<file path="src/rtl/mcdf_pkg.sv">
// Shared widths and FSM state encodings for the MCDF output receiver.
package mcdf_pkg;
  localparam int CHID_W  = 2;
  localparam int LEN_W   = 6;
  localparam int STATE_W = 3;

  typedef logic [STATE_W-1:0] state_t;

  localparam logic [STATE_W-1:0] ST_IDLE     = 3'd0;
  localparam logic [STATE_W-1:0] ST_DLY      = 3'd1;
  localparam logic [STATE_W-1:0] ST_GRANT    = 3'd2;
  localparam logic [STATE_W-1:0] ST_WAIT_SOP = 3'd3;
  localparam logic [STATE_W-1:0] ST_RECV     = 3'd4;
  localparam logic [STATE_W-1:0] ST_DRAIN    = 3'd5;
endpackage

</file>
<file path="src/rtl/rcv_chan_cnt.sv">
// One 16-bit good-packet counter that sticks at all-ones instead of wrapping.
module rcv_chan_cnt (
  input  logic        i_clk,
  input  logic        i_rst_n,
  input  logic        i_inc,
  output logic [15:0] o_cnt
);
  logic [15:0] r_cnt;

  always_ff @(posedge i_clk or negedge i_rst_n) begin
    if (!i_rst_n)
      r_cnt <= '0;
    else if (i_inc && (r_cnt != 16'hFFFF))
      r_cnt <= r_cnt + 16'd1;
  end

  assign o_cnt = r_cnt;
endmodule

</file>
<file path="src/rtl/fmt_rcv.sv">
// Formatter-side receiver: timed grant, burst capture, length check, registered
// forwarding, per-channel good-packet counters and sticky error flags.
module fmt_rcv
  import mcdf_pkg::*;
#(
  parameter int DATA_WIDE = 32,
  parameter int GRANT_DLY = 2,
  parameter int START_TO  = 16
) (
  input  logic                 i_clk,
  input  logic                 i_rst_n,
  input  logic                 i_rcv_en,
  input  logic                 i_fmt_req,
  input  logic [1:0]           i_fmt_chid,
  input  logic [5:0]           i_fmt_length,
  input  logic                 i_fmt_start,
  input  logic                 i_fmt_end,
  input  logic [DATA_WIDE-1:0] i_fmt_data,
  input  logic                 i_err_clr,
  output logic                 o_fmt_grant,
  output logic                 o_rcv_valid,
  output logic                 o_rcv_sop,
  output logic                 o_rcv_eop,
  output logic [1:0]           o_rcv_chid,
  output logic [DATA_WIDE-1:0] o_rcv_data,
  output logic [15:0]          o_pkt_cnt0,
  output logic [15:0]          o_pkt_cnt1,
  output logic [15:0]          o_pkt_cnt2,
  output logic [15:0]          o_pkt_cnt3,
  output logic                 o_err_short,
  output logic                 o_err_long,
  output logic                 o_err_to,
  output logic                 o_err_proto
);
  localparam logic [7:0] DLY_LAST = (GRANT_DLY > 0) ? 8'(GRANT_DLY - 1) : 8'd0;
  localparam logic [7:0] TO_LAST  = 8'(START_TO - 1);

  state_t             r_state;
  state_t             w_state_next;
  logic [7:0]         r_tmr,  w_tmr_next;
  logic [LEN_W-1:0]   r_wcnt, w_wcnt_next;
  logic [LEN_W-1:0]   r_len,  w_len_next;
  logic [CHID_W-1:0]  r_chid, w_chid_next;
  logic               r_hold, w_hold_next;
  logic [LEN_W-1:0]   w_word;
  logic               w_take, w_fwd, w_sop, w_eop, w_good;
  logic               w_set_short, w_set_long, w_set_to, w_set_proto;

  logic               r_valid, r_sop, r_eop;
  logic [CHID_W-1:0]  r_out_chid;
  logic [DATA_WIDE-1:0] r_data;
  logic               r_err_short, r_err_long, r_err_to, r_err_proto;
  logic [3:0]         w_inc;
  logic [15:0]        w_cnt [4];

  // Ordinal of the word being sampled this cycle; the SOP word is word 1.
  assign w_word = (r_state == ST_WAIT_SOP) ? LEN_W'(1) : r_wcnt + LEN_W'(1);

  always_comb begin
    w_state_next = r_state;
    w_tmr_next   = r_tmr;
    w_wcnt_next  = r_wcnt;
    w_len_next   = r_len;
    w_chid_next  = r_chid;
    w_hold_next  = r_hold;
    w_take       = 1'b0;
    w_fwd        = 1'b0;
    w_sop        = 1'b0;
    w_eop        = 1'b0;
    w_good       = 1'b0;
    w_set_short  = 1'b0;
    w_set_long   = 1'b0;
    w_set_to     = 1'b0;
    w_set_proto  = 1'b0;
    case (r_state)
      ST_IDLE: begin
        if (!i_fmt_req) begin
          w_hold_next = 1'b0;
        end else if (i_rcv_en && !r_hold) begin
          w_chid_next = i_fmt_chid;
          w_len_next  = i_fmt_length;
          w_tmr_next  = '0;
          // A zero-length request is refused until the formatter withdraws it.
          if (i_fmt_length == '0) begin
            w_set_proto = 1'b1;
            w_hold_next = 1'b1;
          end else if (GRANT_DLY == 0) begin
            w_state_next = ST_GRANT;
          end else begin
            w_state_next = ST_DLY;
          end
        end
      end
      ST_DLY: begin
        if (!i_fmt_req) begin
          w_state_next = ST_IDLE;
          w_set_proto  = 1'b1;
        end else if (r_tmr == DLY_LAST) begin
          w_state_next = ST_GRANT;
        end else begin
          w_tmr_next = r_tmr + 8'd1;
        end
      end
      ST_GRANT: begin
        w_state_next = ST_WAIT_SOP;
        w_tmr_next   = '0;
      end
      ST_WAIT_SOP: begin
        if (i_fmt_start) begin
          w_take = 1'b1;
          w_sop  = 1'b1;
        end else if (r_tmr == TO_LAST) begin
          w_state_next = ST_IDLE;
          w_set_to     = 1'b1;
        end else begin
          w_tmr_next = r_tmr + 8'd1;
        end
      end
      ST_RECV: begin
        w_take      = 1'b1;
        w_set_proto = i_fmt_start;
      end
      ST_DRAIN: begin
        w_set_proto = i_fmt_start;
        if (i_fmt_end)
          w_state_next = ST_IDLE;
      end
      default: w_state_next = ST_IDLE;
    endcase

    // Word-level bookkeeping shared by the SOP word and every RECV word.
    if (w_take) begin
      w_fwd       = 1'b1;
      w_wcnt_next = w_word;
      if (i_fmt_end) begin
        w_eop        = 1'b1;
        w_state_next = ST_IDLE;
        if (w_word == r_len)
          w_good = 1'b1;
        else
          w_set_short = 1'b1;
      end else if (w_word == r_len) begin
        w_eop        = 1'b1;
        w_set_long   = 1'b1;
        w_state_next = ST_DRAIN;
      end else begin
        w_state_next = ST_RECV;
      end
    end
  end

  always_ff @(posedge i_clk or negedge i_rst_n) begin
    if (!i_rst_n) begin
      r_state <= ST_IDLE;
      r_tmr   <= '0;
      r_wcnt  <= '0;
      r_len   <= '0;
      r_chid  <= '0;
      r_hold  <= 1'b0;
    end else begin
      r_state <= w_state_next;
      r_tmr   <= w_tmr_next;
      r_wcnt  <= w_wcnt_next;
      r_len   <= w_len_next;
      r_chid  <= w_chid_next;
      r_hold  <= w_hold_next;
    end
  end

  always_ff @(posedge i_clk or negedge i_rst_n) begin
    if (!i_rst_n) begin
      r_valid     <= 1'b0;
      r_sop       <= 1'b0;
      r_eop       <= 1'b0;
      r_out_chid  <= '0;
      r_data      <= '0;
      r_err_short <= 1'b0;
      r_err_long  <= 1'b0;
      r_err_to    <= 1'b0;
      r_err_proto <= 1'b0;
    end else begin
      r_valid <= w_fwd;
      r_sop   <= w_sop;
      r_eop   <= w_eop;
      if (w_fwd) begin
        r_data     <= i_fmt_data;
        r_out_chid <= r_chid;
      end
      // Set wins over a coincident clear.
      r_err_short <= w_set_short | (r_err_short & ~i_err_clr);
      r_err_long  <= w_set_long  | (r_err_long  & ~i_err_clr);
      r_err_to    <= w_set_to    | (r_err_to    & ~i_err_clr);
      r_err_proto <= w_set_proto | (r_err_proto & ~i_err_clr);
    end
  end

  for (genvar gi = 0; gi < 4; gi++) begin : g_cnt
    assign w_inc[gi] = w_good && (r_chid == CHID_W'(gi));
    rcv_chan_cnt u_cnt (
      .i_clk   (i_clk),
      .i_rst_n (i_rst_n),
      .i_inc   (w_inc[gi]),
      .o_cnt   (w_cnt[gi])
    );
  end

  assign o_fmt_grant = (r_state == ST_GRANT);
  assign o_rcv_valid = r_valid;
  assign o_rcv_sop   = r_sop;
  assign o_rcv_eop   = r_eop;
  assign o_rcv_chid  = r_out_chid;
  assign o_rcv_data  = r_data;
  assign o_pkt_cnt0  = w_cnt[0];
  assign o_pkt_cnt1  = w_cnt[1];
  assign o_pkt_cnt2  = w_cnt[2];
  assign o_pkt_cnt3  = w_cnt[3];
  assign o_err_short = r_err_short;
  assign o_err_long  = r_err_long;
  assign o_err_to    = r_err_to;
  assign o_err_proto = r_err_proto;
endmodule

</file>
<file path="config.mk">
export PLATFORM = sky130hd
export DESIGN_NAME = fmt_rcv
export DESIGN_NICKNAME = d
export VERILOG_FILES = /design/src/rtl/mcdf_pkg.sv /design/src/rtl/rcv_chan_cnt.sv /design/src/rtl/fmt_rcv.sv
export SDC_FILE = /design/constraint.sdc
export NUM_CORES = 1
export LEC_CHECK = 0
export CELL_PAD_IN_SITES_DETAIL_PLACEMENT = 1
export CELL_PAD_IN_SITES_GLOBAL_PLACEMENT = 1
export CORE_UTILIZATION = 41
export CTS_CLUSTER_DIAMETER = 40
export DETAILED_ROUTE_END_ITERATION = 10
export PLACE_DENSITY = 0.91
export RECOVER_POWER = 100
export SETUP_SLACK_MARGIN = 0.5
export SLEW_MARGIN = 10
export SYNTH_ARGS = -nofsm -noshare
export SYNTH_HDL_FRONTEND = slang
export SYNTH_SLANG_ARGS = --single-unit
</file>
<file path="constraint.sdc">
create_clock -name i_clk -period 5.8 [get_ports i_clk]
set_input_delay 0.87 -clock i_clk [delete_from_list [all_inputs] [get_ports i_clk]]
set_output_delay 0.87 -clock i_clk [all_outputs]
set_load 0.05 [all_outputs]
</file>
==> results by group, run 1 <==
Status
  – Status: finished, violations left
  – Violated checks: max-capacitance violations, max-slew violations

Yosys
  – Sequential share of the synthesized area: 49.7%
  – Syn_area_per_cell: 9.71 um^2
  – Largest family of logic cells by synthesized area: simple AND/OR/NAND/NOR gates
  – Post-synth net total: 733
  – Synth Register Bits: 131
  – Xor/xnor cell area share of the yosys netlist: 8.37%
  – Yosys cell types: 62
  – Synth top area share: 49.7%
  – Area share of fa/ha/maj cells after synthesis: 1.33%
  – EDFF count, synth: 0
  – Synth area leaders: dfrtp_1 50%, nand2_1 7.9%, xor2_1 4.7%
  – Post-synth top flop: dfrtp_1
  – Compound-Gate Fraction of Synth Area: 6.57%
  – Simple-Gate Fraction of Synth Area: 27.2%
  – Post-synthesis mux area share: 3.06%
  – Syn Inst Count: 679
  – Synth warnings: 0
  – Mapped cell area: 6590 um^2
  – Area leader, netlist: dfrtp_1
  – Asr flop ratio synth: 100%

Floorplan
  – Initial Util: 42.7%
  – Die Area: 16,600 um^2
  – Row Count: 45
  – Core area: 15,400 um^2
  – Ports: 153
  – Chip width: 129 um
  – Height of the die: 129 um

Global route
  – First-pass GRT wire length: 33,100 um
  – Total gr overflow: 0
  – GRT Overall Usage: 25.9%
  – Vias in the first global route: 6,168
  – Largest net degree at the start of global routing: 68
  – Initial antenna violation count: 0

Drt
  – Total iterations of the first detailed-routing run: 5
  – Drt total wl: 20,400 um
  – Avg WL per Cell: 19.5 um
  – Via count: 5,815
  – DR vias/cell: 5.55
  – Iter 0 DRT Violations: 279
  – DRT antenna net count: 0
  – Post-route DRC: 0

Clock network
  – Post-CTS Setup Repair Bufs: 0
  – Clock sink total: 131
  – Clock Path Buffers: 2
  – Root buffer cell: clkbuf_16
  – Post_cts resized: 0
  – Cts bufs inserted: 17
  – CTS clock-pin slew for the worst setup and hold paths: 0.06 ns
  – CTS tree: yes
  – Worst-Skew Late Latency: 0.43 ns
  – H-Tree Depth: 4
  – CTS Hold Bufs: 0

Pwr
  – Power per cell area: 461 nW/um^2
  – Maximum VDD drop: 312 uV
  – Leakage: 4.22 nW

STA
  – Setup violations, final: 0
  – RSZ-0062 raised after global routing: no
  – Worst slew margin: -136%
  – Slew @ Worst Pin: 3.55 ns
  – TNS Setup: 0 ns
  – Final critical-path share of the clock period: 67.6%
  – Tmin final: 3.92 ns
  – Final-report max-slew violation count: 112
  – Worst Skew: 0.00730 ns
  – Highest clock rate: 255 MHz
  – WHS: 0.464 ns
  – Final Hold Fails: 0

Cells and area
  – Layout cells sized above 1: 7.66%
  – N_diodes: 0
  – FF/Latch Area: 3280 um^2
  – Area delta synth->final: 34.3%
  – Fillers: 1,732
  – Number of nets in the layout: 877
  – Area of the multi-input gates: 3010 um^2

Worst setup path
  – Critical path's largest stage delay: 2.46 ns
  – Critical path class: in -> async
  – CP Launch Type: input pin
  – Cell family with most CP delay: buffers and inverters
  – CP cell instances: clkbuf_1, buf_4
  – Crit path arrival time: 4.37 ns
  – Crit-path max FO: 67
  – WP data required: 6.25 ns
  – Setup crit end kind: async pin
  – CP max-delay cell: clkbuf_1
  – Worst path buffer plus inverter count: 2

Place
  – HPWL after DPL: 13,300 um
  – # port buffers: 152
  – GP Congestion: 0.799

Worst hold path
  – Worst Hold Class: reg -> reg

Flow run
  – Max-cap violations: 2
## synth_stat cells, types with 3 or more instances
master / instances
or3_1: 3
nor3_1: 31
inv_1: 17
a21oi_1: 8
nand4_1: 26
nand2b_1: 4
a31oi_1: 3
nor2b_1: 7
nand3_2: 3
a21o_1: 3
ha_1: 7
buf_2: 6
nor3_2: 6
nor2_1: 32
nor4_1: 17
mux2_2: 13
nand2_1: 139
clkbuf_1: 16
o31ai_1: 4
xnor2_1: 28
nand3_1: 42
buf_6: 6
dfrtp_1: 131
xor2_1: 35
o22ai_1: 3
and3_1: 12
mux2_4: 3
o21ai_0: 20
or4_1: 5
and4_1: 7
## kinds of logic after synthesis
group	Yosys count
AOI/OAI and AO/OA	62
xor gates and xnor gates	63
adders and majority gates	7
buffers and inverters	49
DFF	131
muxes	17
and+or+nand+nor	350
## final timing paths
kind | start | to | slack (ns) | depth (start not counted)
worst min register to register | o_rcv_data[4] | o_rcv_data[4] | 0.46 | 2
worst max-delay path | i_rst_n | o_rcv_data[9] | 1.88 | 2
worst max register to register | r_state[0] | g_cnt[3].u_cnt.o_cnt[1] | 1.93 | 7
min in group asynchronous | i_rst_n | g_cnt[3].u_cnt.o_cnt[6] | 1.66 | 1
worst min-delay path | o_rcv_data[4] | o_rcv_data[4] | 0.46 | 2
max in group i_clk | r_state[0] | g_cnt[3].u_cnt.o_cnt[1] | 1.93 | 7
## metal layers
| metal | global-route usage, % | vias up | share of wire [%] |
|---|---|---|---|
| li1 | - | 2674 | - |
| met1 | 30.6 | 2946 | 40 |
| met2 | 45.6 | 160 | 52 |
| met3 | 6.20 | 35 | 5.5 |
| met4 | 9.90 | 0 | 2.0 |
| met5 | 0 | - | 0 |
## where the power goes
part	internal, mW	switching, mW	total (mW)
sequential	1.09	0.200	1.29
combinational	0.420	1.11	1.53
clock	0.841	0.415	1.26
total	2.36	1.72	4.08
## registers in the layout (all words and copies together) (netlist names), 2 cells and up
| signal | cells |
|---|---|
| r_len | 6 |
| r_chid | 2 |
| r_wcnt | 6 |
| r_tmr | 8 |
| r_state | 3 |
| o_rcv_data | 32 |
| g_cnt.u_cnt.o_cnt | 64 |
| o_rcv_chid | 2 |
## cell usage in the layout, fill, tap and decap left out, types with 8 or more instances in the layout
cell	n
a21oi_1	8
and3_1	12
clkbuf_16	17
clkdlybuf4s50_1	42
dfrtp_1	131
dlygate4sd3_1	109
inv_1	17
mux2_2	13
nand2_1	139
nand3_1	42
nand4_1	26
nor2_1	31
nor3_1	36
nor4_1	18
o21ai_0	20
xnor2_1	28
xor2_1	35
## area by class of cell
class,count,share of cell area (%)
timing repair buffer,157,17.5
tap,211,2.98
clock inverter,12,2.53
multi-input combinational,499,34.0
clock buffer,20,5.27
inverter,17,0.721
sequential,131,37.0
## through the flow
step	setup WS, ns	power (mW)	instances	util, %	area [um^2]
2_1_floorplan	3.38	2.41	679	-	6590
3_3_place_gp	2.25	2.81	1015	53.4	8240
3_5_place_dp	2.15	2.87	1015	53.4	8240
4_1_cts	2.55	4.17	1047	57.9	8930
5_1_grt	1.15	4.26	1047	57.4	8850
6_report	1.88	4.08	1047	57.4	8850
No activity file was read; power rests on OpenSTA's default activity.
==> run 2, diff against run 1 <==
--- a/config.mk
+++ b/config.mk
@@ -7,10 +7,10 @@
 export LEC_CHECK = 0
 export CELL_PAD_IN_SITES_DETAIL_PLACEMENT = 1
 export CELL_PAD_IN_SITES_GLOBAL_PLACEMENT = 1
-export CORE_UTILIZATION = 41
+export CORE_UTILIZATION = 35
 export CTS_CLUSTER_DIAMETER = 40
 export DETAILED_ROUTE_END_ITERATION = 10
-export PLACE_DENSITY = 0.91
+export PLACE_DENSITY = 0.83
 export RECOVER_POWER = 100
 export SETUP_SLACK_MARGIN = 0.5
 export SLEW_MARGIN = 10
==> constraint.sdc (replaced) <==
create_clock -name i_clk -period 3.2 [get_ports i_clk]
set_input_delay 0.48 -clock i_clk [delete_from_list [all_inputs] [get_ports i_clk]]
set_output_delay 0.48 -clock i_clk [all_outputs]
set_load 0.05 [all_outputs]
==> run 2 against run 1 <==
The flow finishes with violations (design-rule violations). Clock skew barely moved. Wire length fell by 4.1%. Register-to-register slack got worse by 1.6 ns. Non-clock buffer count is 15 higher. Via count fell by 0.55%. Global-route usage is 4.8 points lower. Final area rose by 1.4%. Total power increased by 79%.
==> results by group, run 2 (synthesized netlist as in run 1, its figures left out) <==
Worst setup path
  – Cell family with most CP delay: simple AND/OR/NAND/NOR gates
  – Critical path's largest stage delay: 0.50 ns
  – Crit-path max FO: 23
  – Crit path top cell by count: mux2_4
  – Worst Reg-to-Reg Cells: 8
  – Flop2flop setup slack: 0.36 ns
  – Setup crit end kind: flop
  – Critical path class: reg -> reg
  – R2R Path End: g_cnt[0].u_cnt.o_cnt[1]
  – WP data required: 3.50 ns
  – CP cell instances: ha_1, nand3_2, mux2_4, and4b_1, o31ai_4, clkbuf_2, or3_4, mux2_4
  – WP depth: 8
  – CP Launch Type: flop
  – CP max-delay cell: or3_4
  – Worst path buffer plus inverter count: 1
  – RR Startpoint: r_wcnt[0]
  – Crit path arrival time: 3.14 ns

Place
  – Placed Instance Area: 8380 um^2
  – HPWL after DPL: 13,500 um
  – # port buffers: 152
  – GP Congestion: 0.845

Cells and area
  – Layout cells sized above 1: 9.52%
  – Post-route cell area: 8980 um^2
  – FF/Latch Area: 3280 um^2
  – Area delta synth->final: 36.3%
  – Max reg flops: 64
  – Area of the multi-input gates: 3050 um^2
  – Number of nets in the layout: 892
  – Fillers: 2,040
  – Most frequent cells in the layout: 139 x nand2_1, 130 x dfrtp_1, 110 x dlygate4sd3_1
  – N_diodes: 0
  – Most common cell after layout, fill and taps aside: nand2_1

Flow run
  – Max-cap violations: 0

Clock network
  – Root buffer cell: clkbuf_16
  – Clock Path Buffers: 2
  – Worst-Skew Late Latency: 0.42 ns
  – Post-CTS Setup Repair Bufs: 0
  – CTS tree: yes
  – H-Tree Depth: 4
  – CTS clock-pin slew for the worst setup and hold paths: 0.06 ns
  – Cts bufs inserted: 17
  – Clock sink total: 131

Drt
  – DRT antenna net count: 0
  – Drt total wl: 19,600 um
  – Via count: 5,783
  – Total iterations of the first detailed-routing run: 7
  – DR vias/cell: 5.35
  – Iter 0 DRT Violations: 259
  – Avg WL per Cell: 18.1 um
  – Post-route DRC: 8

Floorplan
  – Chip width: 139 um
  – Ports: 153
  – Initial Util: 36.2%
  – Row Count: 49
  – Height of the die: 139 um
  – Core area: 18,200 um^2
  – Die Area: 19,400 um^2

Global route
  – Vias in the first global route: 6,115
  – Largest net degree at the start of global routing: 55
  – Total gr overflow: 0
  – First-pass GRT wire length: 32,400 um
  – GRT Overall Usage: 21.1%
  – Initial antenna violation count: 0

Pwr
  – Clock power frac: 29.3%
  – Sequential share of power: 30.8%
  – Maximum VDD drop: 531 uV
  – Total power of the final layout: 7.31 mW
  – Sw Share: 42.3%
  – Switching Power: 3.10 mW
  – Leakage: 4.26 nW
  – Comb pwr share: 39.9%
  – Power per cell area: 814 nW/um^2
  – Internal Power: 4.22 mW

STA
  – Final Hold Fails: 0
  – WHS: 0.457 ns
  – Slew @ Worst Pin: 1.26 ns
  – Tmin final: 2.84 ns
  – Final-report max-slew violation count: 0
  – TNS Setup: 0 ns
  – Highest clock rate: 352 MHz
  – Worst slew margin: 15.7%
  – Worst Skew: 0.00762 ns
  – Setup violations, final: 0
  – Final critical-path share of the clock period: 88.7%
  – RSZ-0062 raised after global routing: no

Status
  – Violated checks: design-rule violations
  – Status: finished, violations left

Worst hold path
  – Worst Hold Class: reg -> reg
  – Worst Hold End: o_rcv_data[24]
  – Hold path depth: 2
  – HP Start: o_rcv_data[24]
-- run 2: cell count changes in the layout (fill, tap and decap cells not counted), moves of 2 or more --
cell,previous run,this run
buf_4,4,9
clkbuf_1,2,7
clkbuf_2,0,4
clkbuf_8,3,0
nor3_1,36,33
nor3_2,1,4
clkinvlp_4,1,3
mux2_1,2,0
mux2_4,1,3
or3_1,5,3
or3_4,0,2
-- run 2: worst max-delay path by stage --
stage	from	to	slack [ns]
finish	r_wcnt[0]	g_cnt[0].u_cnt.o_cnt[1]	0.36
global route	r_wcnt[1]	g_cnt[0].u_cnt.o_cnt[1]	0.25
CTS	r_wcnt[0]	g_cnt[0].u_cnt.o_cnt[1]	0.53
detailed placement	i_fmt_start	g_cnt[3].u_cnt.o_cnt[12]	0.41
global placement	i_fmt_start	g_cnt[3].u_cnt.o_cnt[12]	0.50
floorplan	r_wcnt[0]	g_cnt[0].u_cnt.o_cnt[1]	0.89
-- run 2: repair_timing --
item,CTS,global route
hold buffers,1,0
gates resized for setup,1,5
endpoints found under the setup margin,4,25
gates cloned,0,0
endpoints found under the hold margin,2,0
-- run 2: cell type report --
cell class,instances,share of cell area (%)
clock buffer,19,4.82
sequential,131,36.5
clock inverter,13,2.33
timing repair buffer,172,18.5
inverter,17,0.711
tap,229,3.19
multi-input combinational,499,34.0
-- run 2: power groups by stage --
| stage | sequential, mW | combinational [mW] | clock, mW |
|---|---|---|---|
| 6_report | 2.25 | 2.92 | 2.14 |
| 5_1_grt | 2.31 | 3.13 | 2.25 |
| 4_1_cts | 2.27 | 3.06 | 2.18 |
| 3_5_place_dp | 2.29 | 3.01 | 0 |
| 3_3_place_gp | 2.27 | 2.96 | 0 |
| 2_1_floorplan | 2.99 | 1.38 | 0 |
-- run 2: per-stage QoR --
| stage | setup slack (ns) | util (%) | std cells |
|---|---|---|---|
| after detailed placement | 0.412 | 46.0 | 1047 |
| final | 0.362 | 49.3 | 1080 |
| after CTS | 0.528 | 49.6 | 1080 |
| after global routing | 0.255 | 49.3 | 1080 |
| after floorplan | 0.889 | - | 679 |
| after global placement | 0.504 | 46.0 | 1047 |
-- run 2: metal layers --
layer	vias to the layer above	part of all wire [%]	global-route usage, %
met5	-	0	0
met4	0	1.5	6.32
met3	29	5.1	5.33
met2	141	50	37.0
met1	2906	43	25.6
li1	2707	-	-
-- run 2: worst register-to-register path: cells and delay by family (launching register included) --
family / cells / cell delay (ns)
AOI/OAI and AO/OA: 1 / 0.09
adders and majority gates: 1 / 0.26
buffers and inverters: 1 / 0.35
DFF: 1 / 0.46
muxes: 2 / 0.62
and+or+nand+nor: 3 / 0.95
==> run 3, diff against run 2 <==
--- a/config.mk
+++ b/config.mk
@@ -8,7 +8,7 @@
 export CELL_PAD_IN_SITES_DETAIL_PLACEMENT = 1
 export CELL_PAD_IN_SITES_GLOBAL_PLACEMENT = 1
 export CORE_UTILIZATION = 35
-export CTS_CLUSTER_DIAMETER = 40
+export CTS_CLUSTER_DIAMETER = 80
 export DETAILED_ROUTE_END_ITERATION = 10
 export PLACE_DENSITY = 0.83
 export RECOVER_POWER = 100
==> results of run 3 <==
The final DEF is identical to that of run 2; final timing and power are the same.
